[config.mk]
export PLATFORM = sky130hd
export DESIGN_NAME = hamming74_enc_tx_flat
export DESIGN_NICKNAME = d
export VERILOG_FILES = /design/src/rtl/hamming74_enc_tx_if.sv /design/src/rtl/hamming74_enc_tx.sv /design/src/flat_wrapper.sv
export SDC_FILE = /design/constraint.sdc
export NUM_CORES = 1
export LEC_CHECK = 0
export CORE_ASPECT_RATIO = 0.75
export CORE_MARGIN = 5
export CORE_UTILIZATION = 51
export DETAILED_ROUTE_END_ITERATION = 12
export PLACE_DENSITY = 0.76
export SLEW_MARGIN = 20
export SYNTH_ARGS = -nofsm -noshare
export SYNTH_HDL_FRONTEND = slang
export SYNTH_SLANG_ARGS = --single-unit
[constraint.sdc]
create_clock -name clk -period 2.5 [get_ports clk]
set_input_delay 0.25 -clock clk [delete_from_list [all_inputs] [get_ports clk]]
set_output_delay 0.25 -clock clk [all_outputs]
set_load 0.05 [all_outputs]
[src/rtl/hamming74_enc_tx_if.sv]
// Upstream word handshake into the Hamming(7,4) transmitter, with the
// per-word error-injection controls that travel alongside the data.
interface hamming74_enc_tx_if;
    logic       in_valid;
    logic       in_ready;
    logic [3:0] in_data;
    logic       inj_en;
    logic [2:0] inj_pos;

    modport master (output in_valid, in_data, inj_en, inj_pos, input in_ready);
    modport slave  (input in_valid, in_data, inj_en, inj_pos, output in_ready);
endinterface

[src/rtl/hamming74_enc_tx.sv]
// Hamming(7,4) encoder with codeword FIFO and LSB-first serializer.
// An optional single-bit flip per word lets downstream correction be exercised.
module hamming74_enc_tx #(
    parameter int DEPTH      = 4,
    parameter int GAP_CYCLES = 1,
    parameter int CNT_W      = 16
) (
    input  logic             clk,
    input  logic             rst_n,
    hamming74_enc_tx_if.slave up,
    output logic             ser_out,
    output logic             ser_valid,
    output logic             frame_start,
    output logic             frame_done,
    output logic             busy,
    output logic [CNT_W-1:0] frame_cnt
);
    localparam int AW = $clog2(DEPTH);
    localparam logic [3:0] GAP_INIT = (GAP_CYCLES > 0) ? 4'(GAP_CYCLES - 1) : 4'd0;

    typedef enum logic [1:0] {IDLE, SHIFT, GAP} state_t;

    logic [6:0]       mem_q [DEPTH];
    logic [AW-1:0]    wr_q, rd_q;
    logic [AW:0]      cnt_q, cnt_d;
    logic             full, empty, push, pop, last_bit;
    logic [6:0]       cw, flip;

    state_t           state_q;
    logic [6:0]       sr_q;
    logic [2:0]       bit_q;
    logic [3:0]       gap_q;
    logic             sv_q, fs_q, fd_q;
    logic [CNT_W-1:0] fcnt_q;

    // Parity bits cover {d0,d1,d3}, {d0,d2,d3}, {d1,d2,d3}; pos 7 means no flip.
    always_comb begin
        cw   = {up.in_data[1] ^ up.in_data[2] ^ up.in_data[3],
                up.in_data[0] ^ up.in_data[2] ^ up.in_data[3],
                up.in_data[0] ^ up.in_data[1] ^ up.in_data[3],
                up.in_data};
        flip = '0;
        if (up.inj_en && up.inj_pos != 3'd7)
            flip = 7'(1) << up.inj_pos;
    end

    assign full        = (cnt_q == (AW+1)'(DEPTH));
    assign empty       = (cnt_q == '0);
    assign up.in_ready = ~full;
    assign push        = up.in_valid & ~full;
    assign last_bit    = (state_q == SHIFT) && (bit_q == 3'd6);
    // Head is taken whenever the serializer is (or is about to be) free.
    assign pop = ~empty && ((state_q == IDLE) ||
                            (state_q == GAP && gap_q == 4'd0) ||
                            (last_bit && GAP_CYCLES == 0));

    always_comb begin
        cnt_d = cnt_q;
        case ({push, pop})
            2'b10:   cnt_d = cnt_q + (AW+1)'(1);
            2'b01:   cnt_d = cnt_q - (AW+1)'(1);
            default: cnt_d = cnt_q;
        endcase
    end

    always_ff @(posedge clk)
        if (push) mem_q[wr_q] <= cw ^ flip;

    always_ff @(posedge clk or negedge rst_n) begin
        if (!rst_n) begin
            wr_q  <= '0;
            rd_q  <= '0;
            cnt_q <= '0;
        end else begin
            cnt_q <= cnt_d;
            if (push) wr_q <= wr_q + AW'(1);
            if (pop)  rd_q <= rd_q + AW'(1);
        end
    end

    always_ff @(posedge clk or negedge rst_n) begin
        if (!rst_n) begin
            state_q <= IDLE;
            sr_q    <= '0;
            bit_q   <= '0;
            gap_q   <= '0;
            sv_q    <= 1'b0;
            fs_q    <= 1'b0;
            fd_q    <= 1'b0;
            fcnt_q  <= '0;
        end else begin
            if (last_bit) fcnt_q <= fcnt_q + CNT_W'(1);
            if (pop) begin
                state_q <= SHIFT;
                sr_q    <= mem_q[rd_q];
                bit_q   <= '0;
                sv_q    <= 1'b1;
                fs_q    <= 1'b1;
                fd_q    <= 1'b0;
            end else begin
                case (state_q)
                    SHIFT: begin
                        if (last_bit) begin
                            state_q <= (GAP_CYCLES > 0) ? GAP : IDLE;
                            gap_q   <= GAP_INIT;
                            sr_q    <= '0;
                            sv_q    <= 1'b0;
                            fs_q    <= 1'b0;
                            fd_q    <= 1'b0;
                        end else begin
                            sr_q  <= {1'b0, sr_q[6:1]};
                            bit_q <= bit_q + 3'd1;
                            fs_q  <= 1'b0;
                            fd_q  <= (bit_q == 3'd5);
                        end
                    end
                    GAP: begin
                        if (gap_q == 4'd0) state_q <= IDLE;
                        else               gap_q   <= gap_q - 4'd1;
                    end
                    default: state_q <= IDLE;
                endcase
            end
        end
    end

    // sr_q is cleared outside SHIFT, so its LSB doubles as the idle-low line.
    assign ser_out     = sr_q[0];
    assign ser_valid   = sv_q;
    assign frame_start = fs_q;
    assign frame_done  = fd_q;
    assign frame_cnt   = fcnt_q;
    assign busy        = (state_q != IDLE) || ~empty;
endmodule
[src/flat_wrapper.sv]
// flat-port wrapper written by rule: the top's interface ports become plain ports
module hamming74_enc_tx_flat 
#(
    parameter int DEPTH      = 4,
    parameter int GAP_CYCLES = 1,
    parameter int CNT_W      = 16
)
  (clk, rst_n, ser_out, ser_valid, frame_start, frame_done, busy, frame_cnt, up_in_valid, up_in_data, up_inj_en, up_inj_pos, up_in_ready);
  hamming74_enc_tx_if up_i ();
  input  logic clk;
  input  logic rst_n;
  output logic ser_out;
  output logic ser_valid;
  output logic frame_start;
  output logic frame_done;
  output logic busy;
  output logic [CNT_W-1:0] frame_cnt;
  input wire logic [$bits(up_i.in_valid)-1:0] up_in_valid;
  input wire logic [$bits(up_i.in_data)-1:0] up_in_data;
  input wire logic [$bits(up_i.inj_en)-1:0] up_inj_en;
  input wire logic [$bits(up_i.inj_pos)-1:0] up_inj_pos;
  output wire logic [$bits(up_i.in_ready)-1:0] up_in_ready;
  assign up_i.in_valid = up_in_valid;
  assign up_i.in_data = up_in_data;
  assign up_i.inj_en = up_inj_en;
  assign up_i.inj_pos = up_inj_pos;
  assign up_in_ready = up_i.in_ready;
  hamming74_enc_tx #(.DEPTH(DEPTH), .GAP_CYCLES(GAP_CYCLES), .CNT_W(CNT_W)) u_core (.clk(clk), .rst_n(rst_n), .up(up_i), .ser_out(ser_out), .ser_valid(ser_valid), .frame_start(frame_start), .frame_done(frame_done), .busy(busy), .frame_cnt(frame_cnt));
endmodule
# Word level (Yosys, flattened, before mapping)
# Memories as Yosys holds them, arrays and structs flattened.
# Cells that the tools add are included.
dict set report totals {
  register_bits 42
  mem_bits_rw 28
  in_bits 11
  output_inout_bits 22
  elab_cells 87
  n_memories 1
}
dict set report classes {
  add_sub_neg 7
  eq_ne 13
  shifts 1
  muxes 25
  bitwise 11
  reduce_logical 18
}
# memory words width rd rd_ports_with_merged_regs write_ports line_no
set mem_list {}
lappend mem_list {u_core.mem_q 4 7 1 0 1 hamming74_enc_tx.sv:23} ;# logic [6:0] mem_q [DEPTH];
# operator n
set ops {}
lappend ops {{$mux W7} 3}
lappend ops {{$add A16 B1 Y16 const B} 1}
lappend ops {{$mux W1} 10}
lappend ops {{$reduce_bool A2 Y1} 5}
lappend ops {{$eq A3 B3 Y1 const B} 3}
lappend ops {{$mux W3} 3}
lappend ops {{$mux W4} 2}
lappend ops {{$pmux W4 S2} 1}
lappend ops {{$shl A1 B3 Y7 const A} 1}
lappend ops {{$xor A7 B7 Y7} 1}
lappend ops {{$add A3 B1 Y3 const B} 2}
lappend ops {{$mux W2} 3}
lappend ops {{$mux W6} 1}
lappend ops {{$pmux W3 S2} 1}
lappend ops {{$reduce_and A2 Y1} 3}
lappend ops {{$xor A1 B1 Y1} 6}
lappend ops {{$add A2 B1 Y2 const B} 2}
lappend ops {{$eq A2 B1 Y1 const B} 2}
lappend ops {{$eq A2 B2 Y1 const B} 2}
lappend ops {{$logic_and A1 B1 Y1} 4}
lappend ops {{$logic_not A4 Y1} 1}
lappend ops {{$ne A2 B1 Y1 const B} 2}
lappend ops {{$pmux W2 S2} 1}
lappend ops {{$reduce_and A4 Y1} 1}
lappend ops {{other kinds (11)} 14}

# Logic depth before layout (Yosys ltp)
# Gate-level depths: netlist (run 1).
dict set report logic_depth {
  depth_word 6
  depth_mapped 11
  ltp_nobuf 10
}

# Worst setup path after synthesis (run 1)
# No wires, ideal clock.
dict set report synth_timing {
  path_type {register -> register}
  startpoint {reg u_core.gap_q[0]}
  endpoint {reg u_core.cnt_q[2]}
  arrival_time_ps 2498
  required_time_ps 2421
  setup_slack_ps -77
  stages_incl_launch_ff 12
  path_buffers 1
  synth_period_minus_slack_ps 2577
  cell_sequence {dfrtp_1 -> inv_1 -> ha_1 -> or3b_4 -> a211oi_4 -> buf_4 -> ha_1 -> inv_1 -> fa_1 -> xor2_1 -> nor2_1 -> xor2_1}
}
dict set report synth_via {
  elab_chain_cells 6
}
# item line_no
set synth_rtl {}
lappend synth_rtl {{start, declared} hamming74_enc_tx.sv:32} ;# logic [3:0] gap_q;
lappend synth_rtl {{start signal, assigned} hamming74_enc_tx.sv:119} ;# else gap_q <= gap_q - 4'd1;
lappend synth_rtl {{$logic_not A4 Y1 (*)} hamming74_enc_tx.sv:54} ;# (state_q == GAP && gap_q == 4'd0) ||
lappend synth_rtl {{$logic_and A1 B1 Y1 (*)} hamming74_enc_tx.sv:54}
lappend synth_rtl {{$logic_or A1 B1 Y1 (*)} hamming74_enc_tx.sv:53} ;# assign pop = ~empty && ((state_q == IDLE) ||
lappend synth_rtl {{$logic_and A1 B1 Y1 (*)} hamming74_enc_tx.sv:53}
lappend synth_rtl {{net u_core.pop} hamming74_enc_tx.sv:26} ;# logic full, empty, push, pop, last_bit;
lappend synth_rtl {{$eq A2 B1 Y1 / $eq A2 B2 Y1 (equally long branches)} hamming74_enc_tx.sv:59} ;# case ({push, pop})
lappend synth_rtl {{$pmux W3 S2 / $reduce_bool A2 Y1 (equally long branches)} --}
lappend synth_rtl {{end signal, assigned} hamming74_enc_tx.sv:75} ;# cnt_q <= cnt_d;
lappend synth_rtl {{end, declared} hamming74_enc_tx.sv:25} ;# logic [AW:0] cnt_q, cnt_d;
# Mark *: on every way through the listed nets, which the timed path passes. The rest lies on a longest branch.
# A chain may end at the register's enable or synchronous reset.

# Final worst setup path (run 1)
dict set report layout_timing {
  startpoint {reg u_core.gap_q[0]}
  endpoint {reg u_core.cnt_q[2]}
}
dict set report layout_via {
  elab_chain_cells 6
}
# item line_no
set layout_rtl {}
lappend layout_rtl {{$logic_not A4 Y1 (*)} hamming74_enc_tx.sv:54}
lappend layout_rtl {{$logic_and A1 B1 Y1 (*)} hamming74_enc_tx.sv:54}
lappend layout_rtl {{$logic_or A1 B1 Y1 (*)} hamming74_enc_tx.sv:53}
lappend layout_rtl {{$logic_and A1 B1 Y1 (*)} hamming74_enc_tx.sv:53}
lappend layout_rtl {{$eq A2 B1 Y1 / $eq A2 B2 Y1 (equally long branches)} hamming74_enc_tx.sv:59}
lappend layout_rtl {{$pmux W3 S2 / $reduce_bool A2 Y1 (equally long branches)} --}
# Every way passes the cells marked *; elsewhere a longest branch is shown, timed or not.

==> metrics.yaml, run 1 <==
outcome:
  outcome: "complete, no violations"
worst_setup_path:
  critPathRequiredTime_ns: 2.77
  crit_path_max_fanout: 3
  cp_top_family: "adder cells"
  ff2ff_path_depth: 10
  worstReg2RegStart: "u_core.gap_q[0]"
  crit_start: "u_core.gap_q[0]"
  worst_ep_arrival_time_ns: 2.64
  worstPathCellList: "inv_2, ha_4, or3b_4, a211oi_4, ha_2, inv_1, fa_2, xor2_1, nor2_1, xor2_1"
  timing.setup.critical_path_class: "flop to flop"
  startpoint_type: "flop"
  critical_path.n_buffers_inverters: 2
  cpPeakStageDelay_ns: 0.40
  cp_common_cell: "xor2_1"
  timing.critical_path.depth: 10
  crit_slowest_cell: "dfrtp_1"
  worstSetupEndpointType: "flop"
timing:
  drv_slew: 0
  unrepaired_setup_endpoints_after_global_routing: "no"
  hold_slack_ns: 0.0500
  totalNegativeSetupSlack_ns: 0
  min_period_ns: 2.37
  tcrit_tclk_final: 0.947
  timing.final.hold_violations: 0
  setup_violations: 0
  fmaxAchievable_mhz: 422
  fin_worst_skew_ns: 0.0131
  worst_slew_margin_rel: 0.375
  worst_slew_pin_slew_ns: 0.938
placed_design:
  dp.final_hpwl_mm: 4.02
  port-buffer-count: 32
  post_dp_cell_area_sq_um: 3620
  routabilityCongestion: 0.808
route:
  wire_length_per_cell_microns: 15.5
  routed_wirelength_mm: 5.75
  drt_drc_violations_left: 0
  via_count_of_the_routed_design: 2003
  final_antenna_net_count: 0
  drt-pass1-iter-count: 4
  post_drt_via_cell_ratio: 5.40
  drt_iter0_markers: 90
pwr:
  power_density_nw_per_um2: 1050
  static-leakage-power_nw: 1.59
  total_power_mw: 4.10
  vdd.ir_drop.worst_mv: 0.551
synth:
  syn-num-nets: 266
  yosysWarningCount: 0
  synth_seq_area_share: 0.588
  post_synth_inst_count: 243
  synth_cell_type_count: 42
  async_flop_share: 0.600
  synth.avg_cell_area_sq_um: 13.2
  synthFlopType: "dfrtp_1"
  synth_edf_count: 28
  post-synth-top-area-fraction: 0.326
  synth.cell_area_sq_um: 3220
  yosysTopAreaCell: "dfrtp_1"
  ys_ff_latch: 70
  synth.area.top_cells: "dfrtp_1 33%, edfxtp_1 26%, xnor2_1 5.4%"
grt:
  via_count_of_the_first_global_routing_pass: 2040
  wire_length_of_the_first_global_routing_pass_mm: 9.88
  globalRouteTotalUtil: 0.163
  maximum_number_of_pins_on_one_net_before_global_route_repair: 43
  number_of_antenna_violations_at_the_first_check_in_global_routing: 0
  met3_usage: 0.0623
  grt.met1_usage: 0.220
  grtUsageMet2: 0.243
  top_usage_layer: "met2"
  grt.overflow.total: 0
clock_tree:
  tritoncts_clock_tree: "yes"
  clkTransAtPathRegs_ns: 0.08
  cts-buffers-inserted: 9
  cts.sinks: 70
  worst_skew_pair.late_latency_ns: 0.35
  clock_tree.htree_level_count: 3
  clock_tree.root_cell: "clkbuf_8"
  cts-root-to-sink-buffers: 2
finish:
  utilization: 0.627
  drive_above_1_share: 0.141
  diode_insertion_count_for_antenna_repair: 0
  area.growth.synth_to_final_pct: 21.2
  finalInstanceArea_sq_um: 3900
  num-nets-final: 308
die:
  floorplan.rows: 25
  floorplan.initialDensity: 0.517
  fp.dieArea_sq_um: 8020
  die_h_microns: 78.8
  top_level_ports: 33
  core-area_sq_um: 6220
  die_width_microns: 102
job:
  cap_viol_max_count: 0
min_path:
  timing.hold.worst.class: "input pin to asynchronous set/reset pin"
[report_power, final]
group          internal (mW)  switching [mW]
clock network          0.665           0.424
logic                  0.565           0.701
registers               1.50           0.247
total                   2.73            1.37
[per-layer routing]
layer,routed length (microns),share of wire,vias up
met5,0,0,-
met4,74,0.013,0
met3,344,0.060,9
met2,2570,0.45,59
met1,2760,0.48,975
li1,-,-,960
[per-stage QoR]
stage / setup WS [ns] / std cells
final: 0.132 / 371
after global routing: 0.0132 / 371
after CTS: 0.0142 / 368
after detailed placement: 0.0316 / 352
after global placement: 0.126 / 352
after floorplan: 0.0000491 / 243
[timing repair]
action | 4_1_cts | 5_1_grt
pin swaps | 0 | 5
setup buffers | 0 | 3
endpoints found under the setup margin | 1 | 1
gates resized for setup | 1 | 4
hold buffers | 0 | 0
[sequential cells by signal (all words and copies together) (netlist names)]
register,cells
u_core.bit_q,3
u_core.cnt_q,3
u_core.frame_cnt,16
u_core.frame_done,1
u_core.frame_start,1
u_core.gap_q,4
u_core.mem_q,28
u_core.rd_q,2
u_core.ser_valid,1
u_core.sr_q,7
u_core.state_q,2
u_core.wr_q,2
[worst paths after layout]
| check | to | slack (ns) |
|---|---|---|
| hold reg to reg | u_core.frame_start | 0.48 |
| setup reg to reg | u_core.cnt_q[2] | 0.13 |
| min in group clk | u_core.frame_start | 0.48 |
| setup / recovery | u_core.cnt_q[2] | 0.13 |
| hold / removal | u_core.sr_q[0] | 0.05 |
| max in group asynchronous | u_core.bit_q[0] | 1.87 |
[synth_stat cells (2+ instances only)]
| cell type | number |
|---|---|
| dfrtp_1 | 42 |
| edfxtp_1 | 28 |
| nand2_1 | 22 |
| xnor2_1 | 20 |
| inv_1 | 13 |
| xor2_1 | 13 |
| nor2_1 | 12 |
| ha_1 | 11 |
| and3_1 | 7 |
| mux4_2 | 7 |
| a221o_1 | 6 |
| o21ai_0 | 6 |
| nand3_1 | 5 |
| nand2b_1 | 4 |
| nand4_1 | 4 |
| nor3_1 | 4 |
| a21o_1 | 3 |
| a21oi_1 | 3 |
| mux2i_1 | 3 |
| nand4b_1 | 3 |
| nor3b_1 | 3 |
| and4_1 | 2 |
| buf_2 | 2 |
| or3_1 | 2 |
[placed cells by master (no fill, tap or decap), types with 2 or more instances in the layout]
| cell type | instances |
|---|---|
| dfrtp_1 | 42 |
| clkdlybuf4s50_1 | 30 |
| edfxtp_1 | 28 |
| nand2_1 | 22 |
| xnor2_1 | 20 |
| xor2_1 | 13 |
| nor2_1 | 12 |
| inv_1 | 11 |
| ha_1 | 9 |
| clkbuf_8 | 9 |
| and3_1 | 7 |
| mux4_2 | 7 |
| o21ai_0 | 6 |
| a221o_1 | 6 |
| buf_4 | 5 |
| nand3_1 | 4 |
| nand2b_1 | 4 |
| nor3_1 | 4 |
| nand4_1 | 4 |
| nand4b_1 | 3 |
| nor3b_1 | 3 |
| mux2i_1 | 3 |
| a21o_1 | 3 |
| a21oi_1 | 3 |
| bufinv_16 | 3 |
| inv_2 | 2 |
| and4_1 | 2 |
| or3_1 | 2 |
[area by class of cell]
cell class / instances / area, sq um
Clock inverter: 7 / 120
Tap cell: 81 / 101
Inverter: 13 / 48.8
Multi-Input combinational cell: 154 / 1260
Sequential cell: 70 / 1890
Clock buffer: 9 / 124
Timing Repair Buffer: 37 / 352
Fill cell: 474 / 2320
[logic make-up after synthesis]
family | synth area share
simple gates | 0.126
flops | 0.588
xor+xnor | 0.0898
compound gates | 0.0591
buf+inv | 0.0264
fa+ha+maj | 0.0490
mux | 0.0618
Note: power is estimated with default switching activity, not from simulation.
==> run 2, diff against run 1 <==
--- a/config.mk
+++ b/config.mk
@@ -10,6 +10,8 @@
 export CORE_UTILIZATION = 51
 export DETAILED_ROUTE_END_ITERATION = 12
 export PLACE_DENSITY = 0.76
+export REMOVE_ABC_BUFFERS = 1
+export SETUP_SLACK_MARGIN = 0.3
 export SLEW_MARGIN = 20
 export SYNTH_ARGS = -nofsm -noshare
 export SYNTH_HDL_FRONTEND = slang
==> metrics.yaml, run 2 (synthesis gave the netlist of run 1 again) <==
outcome:
  outcome: "complete, no violations"
timing:
  fin_worst_skew_ns: 0.00756
  timing.final.hold_violations: 0
  fmaxAchievable_mhz: 425
  worst_slew_pin_slew_ns: 0.912
  timing.final.ws_setup_ns: 0.145
  min_period_ns: 2.36
  drv_slew: 0
  worst_slew_margin_rel: 0.392
  totalNegativeSetupSlack_ns: 0
  hold_slack_ns: 0.0431
  tcrit_tclk_final: 0.942
  setup_violations: 0
  unrepaired_setup_endpoints_after_global_routing: "yes"
clock_tree:
  clkTransAtPathRegs_ns: 0.07
  cts-hold-fix-buffers: 0
  clock_tree.root_cell: "clkbuf_8"
  clock_tree.htree_level_count: 3
  tritoncts_clock_tree: "yes"
  worst_skew_pair.late_latency_ns: 0.34
  cts.sinks: 70
  cts-buffers-inserted: 9
  cts-root-to-sink-buffers: 2
route:
  wire_length_per_cell_microns: 15.8
  post_drt_via_cell_ratio: 5.33
  drt_iter0_markers: 84
  drt_drc_violations_left: 0
  drt-pass1-iter-count: 4
  final_antenna_net_count: 0
  routed_wirelength_mm: 5.92
  via_count_of_the_routed_design: 2000
placed_design:
  dp.final_hpwl_mm: 4.20
  routabilityCongestion: 0.787
  port-buffer-count: 32
  dpl.cell_count: 353
  dp_slack_ns: -0.0912
  post_dp_cell_area_sq_um: 3620
pwr:
  vdd.ir_drop.worst_mv: 0.550
  power_density_nw_per_um2: 1030
  total_power_mw: 4.03
  static-leakage-power_nw: 1.60
finish:
  seq_cell_area_sq_um: 1890
  largest_register_ffs: 28
  drive_above_1_share: 0.160
  fin_cells: 375
  count_of_filler_cells_inserted_in_the_layout: 486
  layout.cells.most_common: "dfrtp_1"
  register_with_the_most_flip_flops: "u_core.mem_q"
  num-nets-final: 312
  finalInstanceArea_sq_um: 3910
  diode_insertion_count_for_antenna_repair: 0
  multiInputGateArea_sq_um: 1270
  commonest_non_fill_non_tap_cells_in_the_layout: "42 x dfrtp_1, 29 x clkdlybuf4s50_1, 28 x edfxtp_1"
  utilization: 0.627
  area.growth.synth_to_final_pct: 21.3
die:
  die_width_microns: 102
  die_h_microns: 78.8
  top_level_ports: 33
  floorplan.initialDensity: 0.517
  floorplan.rows: 25
  core-area_sq_um: 6220
  fp.dieArea_sq_um: 8020
grt:
  number_of_antenna_violations_at_the_first_check_in_global_routing: 0
  wire_length_of_the_first_global_routing_pass_mm: 9.87
  met3_usage: 0.0562
  top_usage_layer: "met2"
  grtUsageMet2: 0.247
  grt.met1_usage: 0.218
  globalRouteTotalUtil: 0.162
  grt.overflow.total: 0
  maximum_number_of_pins_on_one_net_before_global_route_repair: 43
  via_count_of_the_first_global_routing_pass: 2015
worst_setup_path:
  timing.setup.critical_path_class: "flop to flop"
  worstSetupEndpointType: "flop"
  crit_path_max_fanout: 2
  startpoint_type: "flop"
  critPathRequiredTime_ns: 2.76
  worst_ep_arrival_time_ns: 2.61
job:
  cap_viol_max_count: 0
min_path:
  timing.hold.worst.class: "input pin to asynchronous set/reset pin"
run 2: changes by cell type in the layout (fill, tap and decap cells not counted), sizes merged:
cell	delta
clkbuf	+2
buf	+4
clkdlybuf4s50	-1
clkinv	+1
bufinv	-1
dlygate4sd2	-1
dlymetal6s2s	+1
inv	-1
run 2: worst paths after layout:
kind,from,endpoint,cells past startpoint,slack [ns]
setup / recovery,u_core.gap_q[1],u_core.cnt_q[2],10,0.14
hold / removal,rst_n,u_core.sr_q[1],1,0.04
setup reg to reg,u_core.gap_q[1],u_core.cnt_q[2],10,0.14
hold reg to reg,u_core.frame_cnt[5],u_core.frame_cnt[5],1,0.49
max in group asynchronous,rst_n,u_core.frame_cnt[0],1,1.89
min in group clk,u_core.frame_cnt[5],u_core.frame_cnt[5],1,0.49
run 2: critical path: stages, from the launching register on:
cell and delay [ns]:
dfrtp_1 0.40, inv_2 0.08, ha_4 0.12, or3b_4 0.39, a211oi_4 0.23, ha_2 0.23, inv_2 0.04, fa_2 0.32
xor2_1 0.15, nor2_1 0.13, xor2_1 0.18
run 2: repair_timing:
item,4_1_cts,5_1_grt
pin swaps,4,3
hold endpoints to repair,0,0
gates resized for setup,9,5
setup buffers,4,2
setup endpoints to repair,3,4
run 2: layout make-up:
class | count | area share
multi-input combinational | 154 | 0.325
clock inverter | 6 | 0.0221
clock buffer | 10 | 0.0327
tap | 81 | 0.0260
timing repair buffer | 41 | 0.0974
inverter | 13 | 0.0125
sequential | 70 | 0.484
run 2: report_power, final:
part / internal, mW / total (mW) / leakage (nW) / switching, mW
combinational: 0.584 / 1.31 / 0.696 / 0.723
clock: 0.560 / 0.970 / 0.106 / 0.410
sequential: 1.50 / 1.76 / 0.801 / 0.257
total: 2.64 / 4.03 / 1.60 / 1.39
run 2: routing by layer:
metal | up-vias | part of all wire | wire length (microns)
met1 | 989 | 0.47 | 2780
met3 | 6 | 0.046 | 270
met2 | 39 | 0.47 | 2800
met4 | 0 | 0.011 | 65
li1 | 966 | - | -
met5 | - | 0 | 0
==> run 3, diff against run 2 <==
--- a/config.mk
+++ b/config.mk
@@ -9,6 +9,7 @@
 export CORE_MARGIN = 5
 export CORE_UTILIZATION = 51
 export DETAILED_ROUTE_END_ITERATION = 12
+export GPL_ROUTABILITY_DRIVEN = 0
 export PLACE_DENSITY = 0.76
 export REMOVE_ABC_BUFFERS = 1
 export SETUP_SLACK_MARGIN = 0.3
==> results of run 3 <==
Final layout, timing and power as in run 2 (identical DEF).
